File: src/rtl/mips_pkg.sv
// Shared types for the instruction-memory boot loader.
// Boot FSM state encoding and word geometry.
package mips_pkg;

  typedef enum logic [2:0] {
    LEN_HI,
    LEN_LO,
    DATA,
    CSUM,
    DONE,
    ERR
  } boot_state_t;

  localparam int INSTR_W        = 32;
  localparam int BYTES_PER_WORD = 4;

endpackage

File: src/rtl/boot_word_assembler.sv
// Packs a strobed byte stream into big-endian 32-bit words.
// Emits a one-cycle word_valid_o pulse after the 4th byte of each word.
module boot_word_assembler
  import mips_pkg::*;
(
  input  logic               clk,
  input  logic               rst_n,
  input  logic [7:0]         byte_i,
  input  logic               strb_i,
  output logic [1:0]         lane_o,
  output logic [INSTR_W-1:0] word_o,
  output logic               word_valid_o
);

  localparam logic [1:0] LAST = 2'(BYTES_PER_WORD - 1);

  logic [1:0]         lane_q;
  logic [23:0]        sh_q;
  logic [INSTR_W-1:0] word_q;
  logic               valid_q;

  always_ff @(posedge clk) begin
    if (!rst_n) begin
      lane_q  <= '0;
      sh_q    <= '0;
      word_q  <= '0;
      valid_q <= 1'b0;
    end else begin
      valid_q <= strb_i && (lane_q == LAST);
      if (strb_i) begin
        lane_q <= lane_q + 2'd1;
        sh_q   <= {sh_q[15:0], byte_i};
        if (lane_q == LAST)
          word_q <= {sh_q, byte_i};
      end
    end
  end

  assign lane_o       = lane_q;
  assign word_o       = word_q;
  assign word_valid_o = valid_q;

endmodule

File: src/rtl/imem_boot_loader.sv
// Streams a length-prefixed image into instruction memory, then releases the core.
// Optional trailing XOR checksum byte: IMEM_BOOT_LOADER_CHECKSUM_EN.
module imem_boot_loader
  import mips_pkg::*;
#(
  parameter int ADDR_W = 6,
  parameter int DATA_W = 32
) (
  input  logic              clk,
  input  logic              reset,
  input  logic              in_valid,
  input  logic [7:0]        in_data,
  output logic              in_ready,
  output logic              imem_we,
  output logic [ADDR_W-1:0] imem_addr,
  output logic [DATA_W-1:0] imem_wdata,
  output logic              cpu_reset_n,
  output logic              busy,
  output logic              done,
  output logic              error,
  output logic [ADDR_W:0]   words_loaded
);

  localparam logic [16:0]   CAP  = 17'(1) << ADDR_W;
  localparam logic [ADDR_W:0] ONE = 1;
  localparam logic [1:0]    LAST = 2'(BYTES_PER_WORD - 1);
`ifdef IMEM_BOOT_LOADER_CHECKSUM_EN
  localparam boot_state_t   TAIL = CSUM;
`else
  localparam boot_state_t   TAIL = DONE;
`endif

  boot_state_t       state_q, state_d;
  logic              in_ready_q, busy_q, done_q, err_q, crn_q;
  logic [7:0]        len_hi_q;
  logic [ADDR_W:0]   n_q, widx_q;
  logic [ADDR_W-1:0] addr_q;
  logic [15:0]       len;
  logic [1:0]        lane;
  logic              xfer, byte3;

  assign xfer  = in_valid & in_ready_q;
  assign len   = {len_hi_q, in_data};
  assign byte3 = xfer && (state_q == DATA) && (lane == LAST);

  boot_word_assembler u_asm (
    .clk          (clk),
    .rst_n        (reset),
    .byte_i       (in_data),
    .strb_i       (xfer && (state_q == DATA)),
    .lane_o       (lane),
    .word_o       (imem_wdata),
    .word_valid_o (imem_we)
  );

`ifdef IMEM_BOOT_LOADER_CHECKSUM_EN
  logic [7:0] csum_q;

  always_ff @(posedge clk) begin
    if (!reset)
      csum_q <= '0;
    else if (xfer && state_q != CSUM)
      csum_q <= csum_q ^ in_data;
  end
`endif

  always_comb begin
    state_d = state_q;
    unique case (state_q)
      LEN_HI: if (xfer) state_d = LEN_LO;
      LEN_LO: if (xfer) begin
        if (len == '0)
          state_d = TAIL;
        else if ({1'b0, len} > CAP)
          state_d = ERR;
        else
          state_d = DATA;
      end
      DATA: if (byte3 && (widx_q + ONE) == n_q)
        state_d = TAIL;
`ifdef IMEM_BOOT_LOADER_CHECKSUM_EN
      CSUM: if (xfer)
        state_d = (in_data == csum_q) ? DONE : ERR;
`else
      CSUM: state_d = ERR;
`endif
      default: ;
    endcase
  end

  always_ff @(posedge clk) begin
    if (!reset) begin
      state_q    <= LEN_HI;
      in_ready_q <= 1'b0;
      busy_q     <= 1'b0;
      done_q     <= 1'b0;
      err_q      <= 1'b0;
      crn_q      <= 1'b0;
      len_hi_q   <= '0;
      n_q        <= '0;
      widx_q     <= '0;
      addr_q     <= '0;
    end else begin
      state_q    <= state_d;
      in_ready_q <= state_d inside {LEN_HI, LEN_LO, DATA, CSUM};
      busy_q     <= state_d inside {LEN_LO, DATA, CSUM};
      done_q     <= state_d == DONE;
      err_q      <= state_d == ERR;
      // Core release trails DONE entry by one cycle.
      crn_q      <= state_q == DONE;
      if (xfer && state_q == LEN_HI)
        len_hi_q <= in_data;
      if (xfer && state_q == LEN_LO)
        n_q <= len[ADDR_W:0];
      if (byte3) begin
        addr_q <= widx_q[ADDR_W-1:0];
        widx_q <= widx_q + ONE;
      end
    end
  end

  assign in_ready     = in_ready_q;
  assign imem_addr    = addr_q;
  assign cpu_reset_n  = crn_q;
  assign busy         = busy_q;
  assign done         = done_q;
  assign error        = err_q;
  assign words_loaded = widx_q;

endmodule

File: config.mk
export PLATFORM = sky130hd
export DESIGN_NAME = imem_boot_loader
export DESIGN_NICKNAME = d
export VERILOG_FILES = /design/src/rtl/mips_pkg.sv /design/src/rtl/boot_word_assembler.sv /design/src/rtl/imem_boot_loader.sv
export SDC_FILE = /design/constraint.sdc
export NUM_CORES = 1
export LEC_CHECK = 0
export BUFFER_PORTS_ARGS = -buffer_cell sky130_fd_sc_hd__buf_2
export CAP_MARGIN = 20
export CORE_UTILIZATION = 34
export CTS_BUF_LIST = sky130_fd_sc_hd__clkbuf_4 sky130_fd_sc_hd__clkbuf_8
export CTS_CLUSTER_DIAMETER = 120
export DETAILED_ROUTE_END_ITERATION = 8
export SYNTH_ARGS = -nofsm -noshare
export SYNTH_HDL_FRONTEND = slang
export SYNTH_HIERARCHICAL = 1
export SYNTH_SLANG_ARGS = --single-unit
export TNS_END_PERCENT = 100
File: constraint.sdc
create_clock -name clk -period 1.9 [get_ports clk]
set_input_delay 0.095 -clock clk [delete_from_list [all_inputs] [get_ports clk]]
set_output_delay 0.095 -clock clk [all_outputs]
set_load 0.02 [all_outputs]
---- Word-level counts from Yosys, hierarchy flattened ----
Cells that the tools add are included.
word-level totals
  flip-flop bits (word level) ............. 95
  bits of input ports ..................... 11
  word-level logic and storage cells ...... 46
  output and inout port bits .............. 51
operators by class
  add/sub/neg operators ................... 2
  reductions and logical operators ........ 11
  mux-type cells .......................... 6
  bitwise logic cells ..................... 1
  magnitude comparators ................... 1
  eq/ne operators ......................... 11
operators with widths
  cell                                                            count
  greater-than comparator 16 x 7 -> 1 bit, second input constant  1
  zero test 16 bit                                                1
  2-to-1 mux 3 bit                                                5
  equality test 3 x 2 -> 1 bit, second input constant             4
  case mux 3 bit (4 select lines)                                 1
  equality test 3 bit, second input constant                      3
  adder 7 x 1 -> 7 bit, second input constant                     1
  equality test 7 bit                                             1
  equality test 3 x 1 -> 1 bit, second input constant             2
  zero test 3 bit                                                 2
  logical AND 1 bit                                               5
  nonzero test 4 bit                                              1
  nonzero test 3 bit                                              1
  adder 2 x 1 -> 2 bit, second input constant                     1
  equality test 2 bit, second input constant                      1
  AND reduction 2 bit                                             1
  bitwise AND 1 bit                                               1

---- Logic depth before layout (Yosys ltp) ----
  word-level depth ........................ 8
  depth in mapped cells ................... 7

---- Modules after synthesis ----
The synthesis kept the hierarchy.
by module, submodules not included
  module               cells each  times used  area each (µm²)  sequential area each (µm²)
  boot_word_assembler  234         1           2331.0           1181.1
  imem_boot_loader     194         1           1689.1           720.7

---- Least setup slack after synthesis ----
Ideal clock, no wire load.
  kind .................................... register to register
  start point ............................. register widx_q[0] (netlist: words_loaded[0])
  end point ............................... register done_q (netlist: done)
  data arrival time ....................... 2.131 ns
  buffers on the path ..................... 0
  setup time .............................. 0.060 ns
  path slack .............................. -0.291 ns
  cell stages (with the launch flop) ...... 8
  cell sequence ........................... dfxtp_1 -> ha_1 -> and4b_2 -> or4_4 -> a21boi_2 -> o2111ai_2 -> a211oi_2 -> and3_1
on the way
  cells in the longest elaborated chain, start to end .. 6
ends and longest elaborated chain
  item                             RTL line                 source
  from (decl)                      imem_boot_loader.sv:36   logic [ADDR_W:0] n_q, widx_q;
  from (signal assigned)           imem_boot_loader.sv:117  widx_q <= widx_q + ONE;
  adder 7 x 1 -> 7 bit             imem_boot_loader.sv:79   DATA: if (byte3 && (widx_q + ONE) == n_q)
  equality test 7 bit              imem_boot_loader.sv:79
  logical AND 1 bit                imem_boot_loader.sv:79
  2-to-1 mux 3 bit                 imem_boot_loader.sv:79
  case mux 3 bit (4 select lines)  imem_boot_loader.sv:69   unique case (state_q)
  equality test 3 bit              imem_boot_loader.sv:107  done_q <= state_d == DONE;
  to (signal assigned)             imem_boot_loader.sv:96   done_q <= 1'b0;
  to (signal assigned)             imem_boot_loader.sv:107
  to (decl)                        imem_boot_loader.sv:34   logic in_ready_q, busy_q, done_q, err_q, crn_q;
No other way between the ends.
A chain may end at the register's enable or synchronous reset.

---- Worst setup path after layout ----
Same ends and word-level chain as after synthesis.

==> metrics.md <==
| Metric | Value |
|---|---|
| Final setup fails | `6` |
| Static leakage | `0.00179 µW` |
| Port-buffer cells | `61` |
| Gr usage total | `15.6%` |
| Clock Tree Root | `clkbuf_8` |
| Filler cell count | `1185` |
| Clock Sinks | `95` |
| Residual DRC | `0` |
| Htree depth | `3` |
| Share of layout cells above drive strength 1 | `25.4%` |
| Pin count of the biggest net entering global routing | `65` |
| Hold Slack | `0.0325 ns` |
| Worst reg2reg path endpoint | `done$_SDFF_PN0_` |
| Hold Startpoint | `in_data[0]` |
| Initial DRC count | `125` |
| Period minus WS final | `2.03 ns` |
| Cell count after synthesis | `428` |
| Status | `finished with violations` |
| R2R cell count | `8` |
| Crit path setup slack, layout | `-0.127 ns` |
| Flop2flop setup slack | `-0.13 ns` |
| Max Fanout on Critical Path | `2` |
| Startpoint Class | `flip-flop` |
| Hold Path Sink | `len_hi_q[0]$_SDFFE_PN0P_` |
| Final ANT Viol Nets | `0` |
| DIE WIDTH | `111 µm` |
| Core Box Area | `11500 µm²` |
| Yosys warns | `6` |
| Post-Syn Nets | `441` |
| Rows | `39` |
| #FFs+latches synth | `95` |
| Slowest CP cell | `or4_4` |
| Register Area | `1910 µm²` |
| Post-DR vias/cell | `4.99` |
| Critical Path Source | `words_loaded[0]$_SDFFE_PN0P_` |
| Clock Latency Late Sink | `0.37 ns` |
| Drt pass-1 iters | `4` |
| WHS Path Cells | `3` |
| CTS tree | `done` |
| Max-slew violation count | `0` |
| Failing checks | `negative setup slack` |
| Crit Path Class | `flip-flop to flip-flop` |
| Seq/Total Area, Yosys | `47.3%` |
| CP arrival | `2.35 ns` |
| Top_reg_cell synth | `dfxtp_1` |
| Routed vias | `3206` |
| DRT Wirelength | `9220 µm` |
| Die height | `111 µm` |
| Area growth syn-to-layout | `17.4%` |
| Diodes inserted | `0` |
| First-pass GRT wire length | `15600 µm` |
| Hold Vio Cnt, Final | `0` |
| Num CTS Buffers | `9` |
| Area of the multi-input gates | `1880 µm²` |
| GR Overflow Total | `0` |
| Critical-path cell list | `ha_4 > and4b_2 > or4_4 > a21boi_2 > o2111ai_2 > buf_4 > a21oi_2 > and3_1` |
| Final Core Density | `41.2%` |
| CTS clk-pin slew, worst paths | `0.10 ns` |
| PwrDens | `734 nW/µm²` |
| Synth Area per Inst | `9.39 µm²` |
| RSZ-0062 raised after global routing | `true` |
| Number of global-route vias before repair | `3147` |
| Crit path required time | `2.22 ns` |
| Worst-Margin Slew | `0.505 ns` |
| Initial antenna violation count | `0` |
| Detailed placement HPWL | `6330 µm` |
| Buffers and inverters on the worst path | `1` |
| # Max-Cap Violations | `0` |
| I/O pins | `62` |
| Clk_skew | `0.0104 ns` |
| Number of synthesized flops with an enable pin | `0` |
| Crit path max-delay family | `simple AND/OR/NAND/NOR gates` |
| Slew HR | `66.1%` |
| Netlist cell types | `45` |
| Full die area | `12300 µm²` |
| Upper clock frequency limit | `493 MHz` |
| Routed len/inst | `14.3 µm` |
| Initial Util | `35.1%` |
| Final cycle utilization of the critical path | `107%` |
| Crit Reg-Reg Startpoint | `words_loaded[0]$_SDFFE_PN0P_` |
| Synth async-reset ratio | `0%` |
| Maximum VDD drop | `390 µV` |
| Hold crit path type | `input pin to flip-flop` |
| Clk buf depth | `2` |
| Post-synthesis instance area | `4020 µm²` |
| CP peak stage delay | `0.42 ns` |
| CP endpoint kind | `flip-flop` |
| Final #Nets | `508` |
| RePlAce Congestion | `0.827` |
==> metrics by stage <==
stage / setup slack, ns / area (µm²) / TNS (ns) / cells / power (µW)
global placement: -0.0948 / 4490 / -0.365 / 626 / 2220
detailed placement: -0.151 / 4490 / -0.631 / 626 / 2230
floorplan: -0.0827 / 4040 / -0.317 / 428 / 2160
finish: -0.127 / 4720 / -0.520 / 643 / 3460
CTS: -0.178 / 4690 / -0.714 / 643 / 3500
global route: -0.228 / 4720 / -1.11 / 643 / 3620
==> worst max path at each step <==
| stage | depth (start not counted) | slack [ns] | end |
|---|---|---|---|
| after CTS | 7 | -0.18 | done$_SDFF_PN0_ |
| after global routing | 7 | -0.23 | done$_SDFF_PN0_ |
| after floorplan | 7 | -0.08 | done$_SDFF_PN0_ |
| after detailed placement | 7 | -0.15 | done$_SDFF_PN0_ |
| after global placement | 7 | -0.09 | done$_SDFF_PN0_ |
| final | 8 | -0.13 | done$_SDFF_PN0_ |
==> routing by layer <==
metal | GRT usage, % | wire (µm) | part of all wire, %
met1 | 19.5 | 4300 | 47
met4 | 4.53 | 108 | 1.2
met2 | 26.5 | 4490 | 49
met3 | 4.10 | 328 | 3.6
met5 | 0 | 0 | 0
==> worst reg2reg max path: cells and delay by family (launching register included) <==
family                   cells  cell delay [ns]
flip-flops                   1             0.37
AND/OR/NAND/NOR              3             0.80
adder cells (fa/ha/maj)      1             0.15
buffers and inverters        1             0.20
AO/OA/AOI/OAI                3             0.47
==> Yosys cell counts (2+ instances only) <==
master    number  area [µm²]
ha_1           2        25.0
a21boi_0      25         188
nand4_1       32         200
buf_2         11        55.1
buf_6          7        78.8
and2_1         7        43.8
or3_1          2        12.5
nor2_1         8        30.0
nor3b_1        2        15.0
o21ai_0       13        65.1
clkbuf_1       9        33.8
nor2b_1       28         175
nor3_1         6        30.0
nand2_1       65         244
nor4bb_1       2        20.0
a21oi_1        3        15.0
buf_8          5        75.1
nor4_1         3        18.8
and3_1         3        18.8
mux2i_1       25         250
inv_1          2        7.51
nand3_1       12        60.1
xnor2_1        8        70.1
dfxtp_1       95        1900
o21ai_1       29         145
xor2_1         5        43.8
==> layout make-up <==
class                      instances  area share, %
clock inverter                     7           1.35
tap                              143           3.79
timing repair buffer              90           11.8
multi-input combinational        297           39.8
inverter                           2          0.159
clock buffer                       9           2.62
sequential                        95           40.5
==> cell families (layout without fill, tap and decap cells) <==
logic type / after synthesis / after routing / synth area share, %
fa+ha+maj: 2 / 2 / 0.622
flops: 95 / 95 / 47.3
simple gates: 178 / 178 / 23.5
buf+inv: 36 / 108 / 6.91
xor+xnor: 13 / 13 / 2.83
compound gates: 79 / 79 / 12.6
mux: 25 / 25 / 6.22
==> registers in the layout, indices dropped and copies added, names as in the netlist <==
register,flops
cpu_reset_n,1
state_q,3
words_loaded,7
busy,1
u_asm/lane_o,2
u_asm/sh_q,24
done,1
n_q,7
in_ready,1
u_asm/word_valid_o,1
u_asm/word_o,32
len_hi_q,8
error,1
imem_addr,6
==> timing repair <==
action | 4_1_cts | 5_1_grt
setup endpoints to repair | 5 | 6
gates resized for setup | 1 | 6
pin swaps | 6 | 3
hold buffers | 0 | 0
buffers inserted | 1 | 0
==> layout by cell type (no fill, tap or decap), types with 3 or more instances in the layout <==
cell type  Yosys  layout
a21boi_0      25      25
and2_1         7       7
and3_1         3       3
buf_2         11      61
buf_4          1      25
clkbuf_8       0       9
dfxtp_1       95      91
mux2i_1       25      25
nand2_1       65      65
nand3_1       12      12
nand4_1       32      32
nor2_1         8       7
nor2b_1       28      28
nor3_1         6       6
nor4_1         3       3
o21ai_0       13      13
o21ai_1       29      29
xnor2_1        8       8
xor2_1         5       5
==> report_power, final <==
group / internal, µW / total [µW] / switching, µW / leakage, µW
Sequential: 2000 / 2010 / 9.94 / 0.000769
Clock: 506 / 1280 / 773 / 0.000101
Combinational: 64.3 / 171 / 107 / 0.000924
Total: 2570 / 3460 / 890 / 0.00179
(Power assumes the default switching activity.)
